$ cat src/rtl/uart_rx_if.sv
// Consumer-side bundle of the UART receiver: read strobe, data, status and error pulses.
// Optional UART_RX_PARITY_EN adds the parity_err pulse.
interface uart_rx_if #(
  parameter int unsigned DATA_BITS = 8
);
  logic                 rd_en;
  logic [DATA_BITS-1:0] rx_data;
  logic                 rx_valid;
  logic                 frame_err;
  logic                 overrun_err;
  logic                 busy;
`ifdef UART_RX_PARITY_EN
  logic                 parity_err;

  modport master (
    input  rd_en,
    output rx_data, rx_valid, frame_err, overrun_err, busy, parity_err
  );
  modport slave (
    output rd_en,
    input  rx_data, rx_valid, frame_err, overrun_err, busy, parity_err
  );
`else
  modport master (
    input  rd_en,
    output rx_data, rx_valid, frame_err, overrun_err, busy
  );
  modport slave (
    output rd_en,
    input  rx_data, rx_valid, frame_err, overrun_err, busy
  );
`endif
endinterface

$ cat src/rtl/uart_rx.sv
// Oversampling UART receiver: start-bit glitch reject, LSB-first data, stop check, overrun/break.
// Define UART_RX_PARITY_EN to expect one even-parity bit after the data bits.
module uart_rx #(
  parameter int unsigned OVERSAMPLE = 16,
  parameter int unsigned DATA_BITS  = 8
) (
  input  logic     clock,
  input  logic     reset_n,
  input  logic     baud_clk,
  input  logic     rx,
  uart_rx_if.master bus
);

  localparam int unsigned TICK_W    = $clog2(OVERSAMPLE);
  localparam int unsigned BIT_W     = $clog2(DATA_BITS + 1);
  localparam int unsigned TICK_LAST = OVERSAMPLE - 1;
  localparam int unsigned TICK_HALF = OVERSAMPLE / 2 - 1;
  localparam int unsigned BIT_LAST  = DATA_BITS - 1;

  typedef enum logic [2:0] {
    IDLE,
    START,
    DATA,
`ifdef UART_RX_PARITY_EN
    PARITY,
`endif
    STOP,
    BREAK
  } state_t;

  state_t               state_q, state_d;
  logic [TICK_W-1:0]    tick_q, tick_d;
  logic [BIT_W-1:0]     bit_q, bit_d;
  logic [DATA_BITS-1:0] shift_q, shift_d;
  logic [DATA_BITS-1:0] data_q, data_d;
  logic                 valid_q, valid_d;
  logic                 fe_q, fe_d;
  logic                 ov_q, ov_d;
  logic                 busy_q, busy_d;
  logic                 rx_meta, rx_sync;
`ifdef UART_RX_PARITY_EN
  logic                 par_q, par_d;
  logic                 pe_q, pe_d;
`endif

  // Two-flop synchronizer; resets to the idle-high line level
  always_ff @(posedge clock or negedge reset_n) begin
    if (!reset_n) begin
      rx_meta <= 1'b1;
      rx_sync <= 1'b1;
    end else begin
      rx_meta <= rx;
      rx_sync <= rx_meta;
    end
  end

  always_ff @(posedge clock or negedge reset_n) begin
    if (!reset_n) begin
      state_q <= IDLE;
      tick_q  <= '0;
      bit_q   <= '0;
      shift_q <= '0;
      data_q  <= '0;
      valid_q <= 1'b0;
      fe_q    <= 1'b0;
      ov_q    <= 1'b0;
      busy_q  <= 1'b0;
`ifdef UART_RX_PARITY_EN
      par_q   <= 1'b0;
      pe_q    <= 1'b0;
`endif
    end else begin
      state_q <= state_d;
      tick_q  <= tick_d;
      bit_q   <= bit_d;
      shift_q <= shift_d;
      data_q  <= data_d;
      valid_q <= valid_d;
      fe_q    <= fe_d;
      ov_q    <= ov_d;
      busy_q  <= busy_d;
`ifdef UART_RX_PARITY_EN
      par_q   <= par_d;
      pe_q    <= pe_d;
`endif
    end
  end

  always_comb begin
    state_d = state_q;
    tick_d  = tick_q;
    bit_d   = bit_q;
    shift_d = shift_q;
    data_d  = data_q;
    valid_d = valid_q;
    fe_d    = 1'b0;
    ov_d    = 1'b0;
`ifdef UART_RX_PARITY_EN
    par_d   = par_q;
    pe_d    = 1'b0;
`endif

    // A read clears valid; a byte landing on the same clock re-sets it below
    if (bus.rd_en) valid_d = 1'b0;

    unique case (state_q)
      IDLE: begin
        if (!rx_sync) begin
          state_d = START;
          tick_d  = '0;
        end
      end

      START: begin
        if (baud_clk) begin
          if (tick_q == TICK_W'(TICK_HALF)) begin
            tick_d  = '0;
            bit_d   = '0;
            state_d = rx_sync ? IDLE : DATA;
          end else begin
            tick_d = tick_q + TICK_W'(1);
          end
        end
      end

      DATA: begin
        if (baud_clk) begin
          if (tick_q == TICK_W'(TICK_LAST)) begin
            tick_d  = '0;
            shift_d = {rx_sync, shift_q[DATA_BITS-1:1]};
            bit_d   = bit_q + BIT_W'(1);
            if (bit_q == BIT_W'(BIT_LAST)) begin
`ifdef UART_RX_PARITY_EN
              state_d = PARITY;
`else
              state_d = STOP;
`endif
            end
          end else begin
            tick_d = tick_q + TICK_W'(1);
          end
        end
      end

`ifdef UART_RX_PARITY_EN
      PARITY: begin
        if (baud_clk) begin
          if (tick_q == TICK_W'(TICK_LAST)) begin
            tick_d  = '0;
            par_d   = rx_sync;
            state_d = STOP;
          end else begin
            tick_d = tick_q + TICK_W'(1);
          end
        end
      end
`endif

      STOP: begin
        if (baud_clk) begin
          if (tick_q == TICK_W'(TICK_LAST)) begin
            tick_d = '0;
            if (rx_sync) begin
              data_d  = shift_q;
              valid_d = 1'b1;
              ov_d    = valid_q & ~bus.rd_en;
`ifdef UART_RX_PARITY_EN
              pe_d    = ^{shift_q, par_q};
`endif
              state_d = IDLE;
            end else begin
              fe_d    = 1'b1;
              state_d = BREAK;
            end
          end else begin
            tick_d = tick_q + TICK_W'(1);
          end
        end
      end

      // Line held low past the stop bit: wait for it to return high
      BREAK: begin
        if (rx_sync) state_d = IDLE;
      end

      default: state_d = IDLE;
    endcase

    busy_d = (state_d != IDLE);
  end

  assign bus.rx_data     = data_q;
  assign bus.rx_valid    = valid_q;
  assign bus.frame_err   = fe_q;
  assign bus.overrun_err = ov_q;
  assign bus.busy        = busy_q;
`ifdef UART_RX_PARITY_EN
  assign bus.parity_err  = pe_q;
`endif

endmodule
$ cat src/flat_wrapper.sv
// flat-port wrapper written by rule: the top's interface ports become plain ports
module uart_rx_flat 
#(
  parameter int unsigned OVERSAMPLE = 16,
  parameter int unsigned DATA_BITS  = 8
)
  (clock, reset_n, baud_clk, rx, bus_rd_en, bus_rx_data, bus_rx_valid, bus_frame_err, bus_overrun_err, bus_busy);
  uart_rx_if #(.DATA_BITS(DATA_BITS)) bus_i ();
  input  logic clock;
  input  logic reset_n;
  input  logic baud_clk;
  input  logic rx;
  input wire logic [$bits(bus_i.rd_en)-1:0] bus_rd_en;
  output wire logic [$bits(bus_i.rx_data)-1:0] bus_rx_data;
  output wire logic [$bits(bus_i.rx_valid)-1:0] bus_rx_valid;
  output wire logic [$bits(bus_i.frame_err)-1:0] bus_frame_err;
  output wire logic [$bits(bus_i.overrun_err)-1:0] bus_overrun_err;
  output wire logic [$bits(bus_i.busy)-1:0] bus_busy;
  assign bus_i.rd_en = bus_rd_en;
  assign bus_rx_data = bus_i.rx_data;
  assign bus_rx_valid = bus_i.rx_valid;
  assign bus_frame_err = bus_i.frame_err;
  assign bus_overrun_err = bus_i.overrun_err;
  assign bus_busy = bus_i.busy;
  uart_rx #(.OVERSAMPLE(OVERSAMPLE), .DATA_BITS(DATA_BITS)) u_core (.clock(clock), .reset_n(reset_n), .baud_clk(baud_clk), .rx(rx), .bus(bus_i));
endmodule
$ cat config.mk
export PLATFORM = sky130hd
export DESIGN_NAME = uart_rx_flat
export DESIGN_NICKNAME = d
export VERILOG_FILES = /design/src/rtl/uart_rx_if.sv /design/src/rtl/uart_rx.sv /design/src/flat_wrapper.sv
export SDC_FILE = /design/constraint.sdc
export NUM_CORES = 1
export LEC_CHECK = 0
export BUFFER_PORTS_ARGS = -buffer_cell sky130_fd_sc_hd__buf_2
export CORE_UTILIZATION = 43
export CTS_CLUSTER_SIZE = 40
export DETAILED_ROUTE_END_ITERATION = 6
export MAX_ROUTING_LAYER = met4
export SYNTH_ARGS = -nofsm -noshare
export SYNTH_HDL_FRONTEND = slang
export SYNTH_SLANG_ARGS = --single-unit
export TNS_END_PERCENT = 100
$ cat constraint.sdc
create_clock -name clock -period 3.8 [get_ports clock]
set_clock_uncertainty 0.15 [all_clocks]
set_input_delay 1.14 -clock clock [delete_from_list [all_inputs] [get_ports clock]]
set_output_delay 1.14 -clock clock [all_outputs]
set_load 0.02 [all_outputs]
==> Implementation_results.wiki <==
{| class="wikitable"
! Metric !! Value
|-
| Root buf cell || clkbuf_4
|-
| Layout cell share with drive strength beyond 1 || 0.348
|-
| Worst slew pin tran || 734 ps
|-
| Routed vias/inst || 5.09
|-
| Async SR Flop Fraction || 1.00
|-
| Initial Utilization || 0.470
|-
| Area fraction in compound gates after synthesis || 0.116
|-
| Final total negative setup slack || 0 ps
|-
| Class of the worst hold path || flop to flop
|-
| Average wire per cell in the routed design || 12.8 um
|-
| Worst slew margin relative to its limit || 0.507
|-
| TritonCTS clock tree || yes
|-
| Vias after detailed routing || 942
|-
| Post-CTS setup-driven buffer insertion count || 0
|-
| Layout Cells excl Fill || 185
|-
| Per-instance average area after synthesis || 12.2 um2
|-
| Initial antenna violation count || 0
|-
| Share of total power consumed by net switching || 0.318
|-
| Total global routing overflow || 0
|-
| Clock latency of the later-clocked register in the worst-skew pair || 330 ps
|-
| Syn Inst Count || 122
|-
| Critical path data required time || 3860 ps
|-
| Register area share after synthesis || 0.559
|-
| Status || complete, no violations
|-
| Share of synthesized cell area in and, or, nand and nor gates || 0.145
|-
| Final setup violating endpoints || 0
|-
| Share of power burned in the clock network || 0.289
|-
| Pint || 0.635 mW
|-
| Maximum number of pins on one net before global-route repair || 34
|-
| Die area || 3690 um2
|-
| Detailed-routing iteration count for the pre-antenna-repair pass || 2
|-
| Synthesized netlist net count || 129
|-
| Final clock period utilization by the worst path || 0.624
|-
| Vias in the first global route || 865
|-
| First-iteration detailed-routing DRC count || 18
|-
| Adder-cell area share of the yosys netlist || 0.0169
|-
| Smallest setup slack after layout || 1430 ps
|-
| Placed wire-length estimate after detailed placement || 1.69 mm
|-
| Highest-count cells in the layout ignoring fill and taps || dfrtp_1 (31), mux2_2 (16), buf_2 (16)
|-
| Total number of clock tree sinks || 33
|-
| Antenna diode count || 0
|-
| DRC violations left || 0
|-
| Max Buffers Root-to-Sink || 2
|-
| Total placed cells including tap cells || 177
|-
| Number of maximum-capacitance constraint violations || 0
|-
| TritonCTS buffer count || 5
|-
| Endpoint class of the critical path || flop
|-
| Die Width || 60.7 um
|-
| H-Tree Depth || 2
|-
| Combinational family with the most area after synthesis || simple AND/OR/NAND/NOR gates
|-
| Final ANT Viol Nets || 0
|-
| Core area || 3150 um2
|-
| Wire length of the first global-routing pass || 4.19 mm
|-
| Number of synthesized register bits || 33
|-
| Post-route cell area || 1670 um2
|-
| Area Overhead vs Synth || 12.3%
|-
| Nets || 147
|-
| Number of hold buffers added after cts || 0
|-
| Area of the mapped netlist || 1480 um2
|-
| Cell Area, Placed || 1580 um2
|-
| Max VDD drop || 0.000327 V
|-
| Power spent charging and discharging nets || 0.296 mW
|-
| Ys Warns || 0
|-
| All-layer global routing usage || 0.166
|-
| CTS resizes || 0
|-
| Crit start category || input pin
|-
| Final cell utilization of the core || 0.528
|-
| Final Routed Wirelength || 2.36 mm
|-
| Most used flip-flop cell after synthesis || dfrtp_1
|-
| Shortest period the worst path allows || 2370 ps
|-
| Worst path arrival time || 2430 ps
|-
| Post-placement setup slack || 1070 ps
|-
| Netlist cell types || 31
|-
| Final Hold Violating Endpoints || 0
|-
| Portion of netlist area occupied by mux cells || 0.122
|-
| DIE HEIGHT || 60.7 um
|-
| Combinational Power Share || 0.207
|-
| Biggest fanout along the worst timing path || 12
|-
| IO Count || 17
|-
| Filler Cell Count || 294
|-
| Xor/xnor share of the synthesized area || 0.00591
|-
| Startpoint-to-endpoint class of the critical path || input pin to flop
|-
| Clk pin slew, worst setup/hold paths || 90 ps
|-
| Number of flops mapped to enable cells by yosys || 0
|-
| Power Dens Cells || 559 nW/um2
|-
| Design Power || 0.931 mW
|-
| Setup repair after global routing missed its margin || no
|-
| Most frequent standard cell in the layout excluding fill and tap cells || dfrtp_1
|-
| Placement row count || 20
|-
| Final Max Tran Viols || 0
|-
| Count of buffers inserted at the top-level ports || 16
|-
| Highest Clock Rate || 0.422 GHz
|-
| Sequential fraction of design power || 0.504
|-
| Worst hold slack after final layout || 215 ps
|-
| Last weighted congestion value of the routability-driven placer || 0.754
|-
| Static leakage || 0.787 nW
|}
-- critical path: stages --
cell	delay [ps]
buf_2	140
nand4_4	150
nor4_4	580
mux2_2	410
-- power groups by stage --
stage | Sequential [mW] | Combinational (mW) | Clock (mW)
6_report | 0.469 | 0.193 | 0.269
5_1_grt | 0.481 | 0.220 | 0.301
4_1_cts | 0.468 | 0.194 | 0.281
3_3_place_gp | 0.472 | 0.189 | 0
2_1_floorplan | 0.442 | 0.182 | 0
3_5_place_dp | 0.475 | 0.194 | 0
-- layout make-up --
type                            count  area (um2)  share of cell area
Clock buffer                        7        55.1              0.0331
Clock inverter                      1        30.0              0.0180
Inverter                            4        15.0             0.00902
Multi-Input combinational cell     80         602               0.361
Sequential cell                    33         828               0.497
Tap cell                           44        55.1              0.0331
Timing Repair Buffer               16        80.1              0.0481
-- synthesized netlist by cell type (2+ instances only) --
cell | count | area (um2)
nand3b_1 | 2 | 15.0
nand2_1 | 8 | 30.0
a21oi_1 | 6 | 30.0
nor2_1 | 5 | 18.8
nand2b_1 | 3 | 18.8
mux2_2 | 16 | 180
a31oi_1 | 4 | 25.0
o21ai_0 | 10 | 50.1
nor3_1 | 2 | 10.0
dfstp_2 | 2 | 52.6
buf_2 | 3 | 15.0
buf_6 | 2 | 22.5
nand3_1 | 6 | 30.0
o22ai_1 | 2 | 12.5
ha_1 | 2 | 25.0
dfrtp_1 | 31 | 776
inv_1 | 4 | 15.0
-- routing by layer --
| metal | track usage | vias to the layer above | part of all wire |
|---|---|---|---|
| li1 | - | 474 | - |
| met3 | 0.0384 | 8 | 0.033 |
| met1 | 0.227 | 445 | 0.50 |
| met2 | 0.223 | 15 | 0.45 |
| met5 | - | - | 0 |
| met4 | 0.0974 | 0 | 0.022 |
-- state kept, by name, summed over array words and instances, names as in the netlist --
register / count
u_core.bus.rx_data: 8
u_core.shift_q: 8
u_core.bit_q: 4
u_core.tick_q: 4
u_core.state_q: 3
u_core.bus.busy: 1
u_core.bus.frame_err: 1
u_core.bus.overrun_err: 1
u_core.bus.rx_valid: 1
u_core.rx_meta: 1
u_core.rx_sync: 1
-- final timing paths --
check / slack [ps] / start / depth (start not counted) / to
setup / recovery: 1430 / baud_clk / 4 / u_core.shift_q[5]
hold / removal: 210 / u_core.rx_meta / 0 / u_core.rx_sync
setup reg to reg: 1660 / u_core.state_q[1] / 3 / u_core.shift_q[5]
hold reg to reg: 210 / u_core.rx_meta / 0 / u_core.rx_sync
max in group asynchronous: 2360 / reset_n / 1 / u_core.bus.rx_data[5]
min in group asynchronous: 690 / reset_n / 1 / u_core.state_q[0]
-- kinds of logic after synthesis --
kind of cell	after synthesis
adders and majority gates	2
muxes	16
AOI/OAI and AO/OA	27
buffers and inverters	9
and+or+nand+nor	34
xor gates and xnor gates	1
DFF	33
No activity file was read; power rests on OpenSTA's default activity.
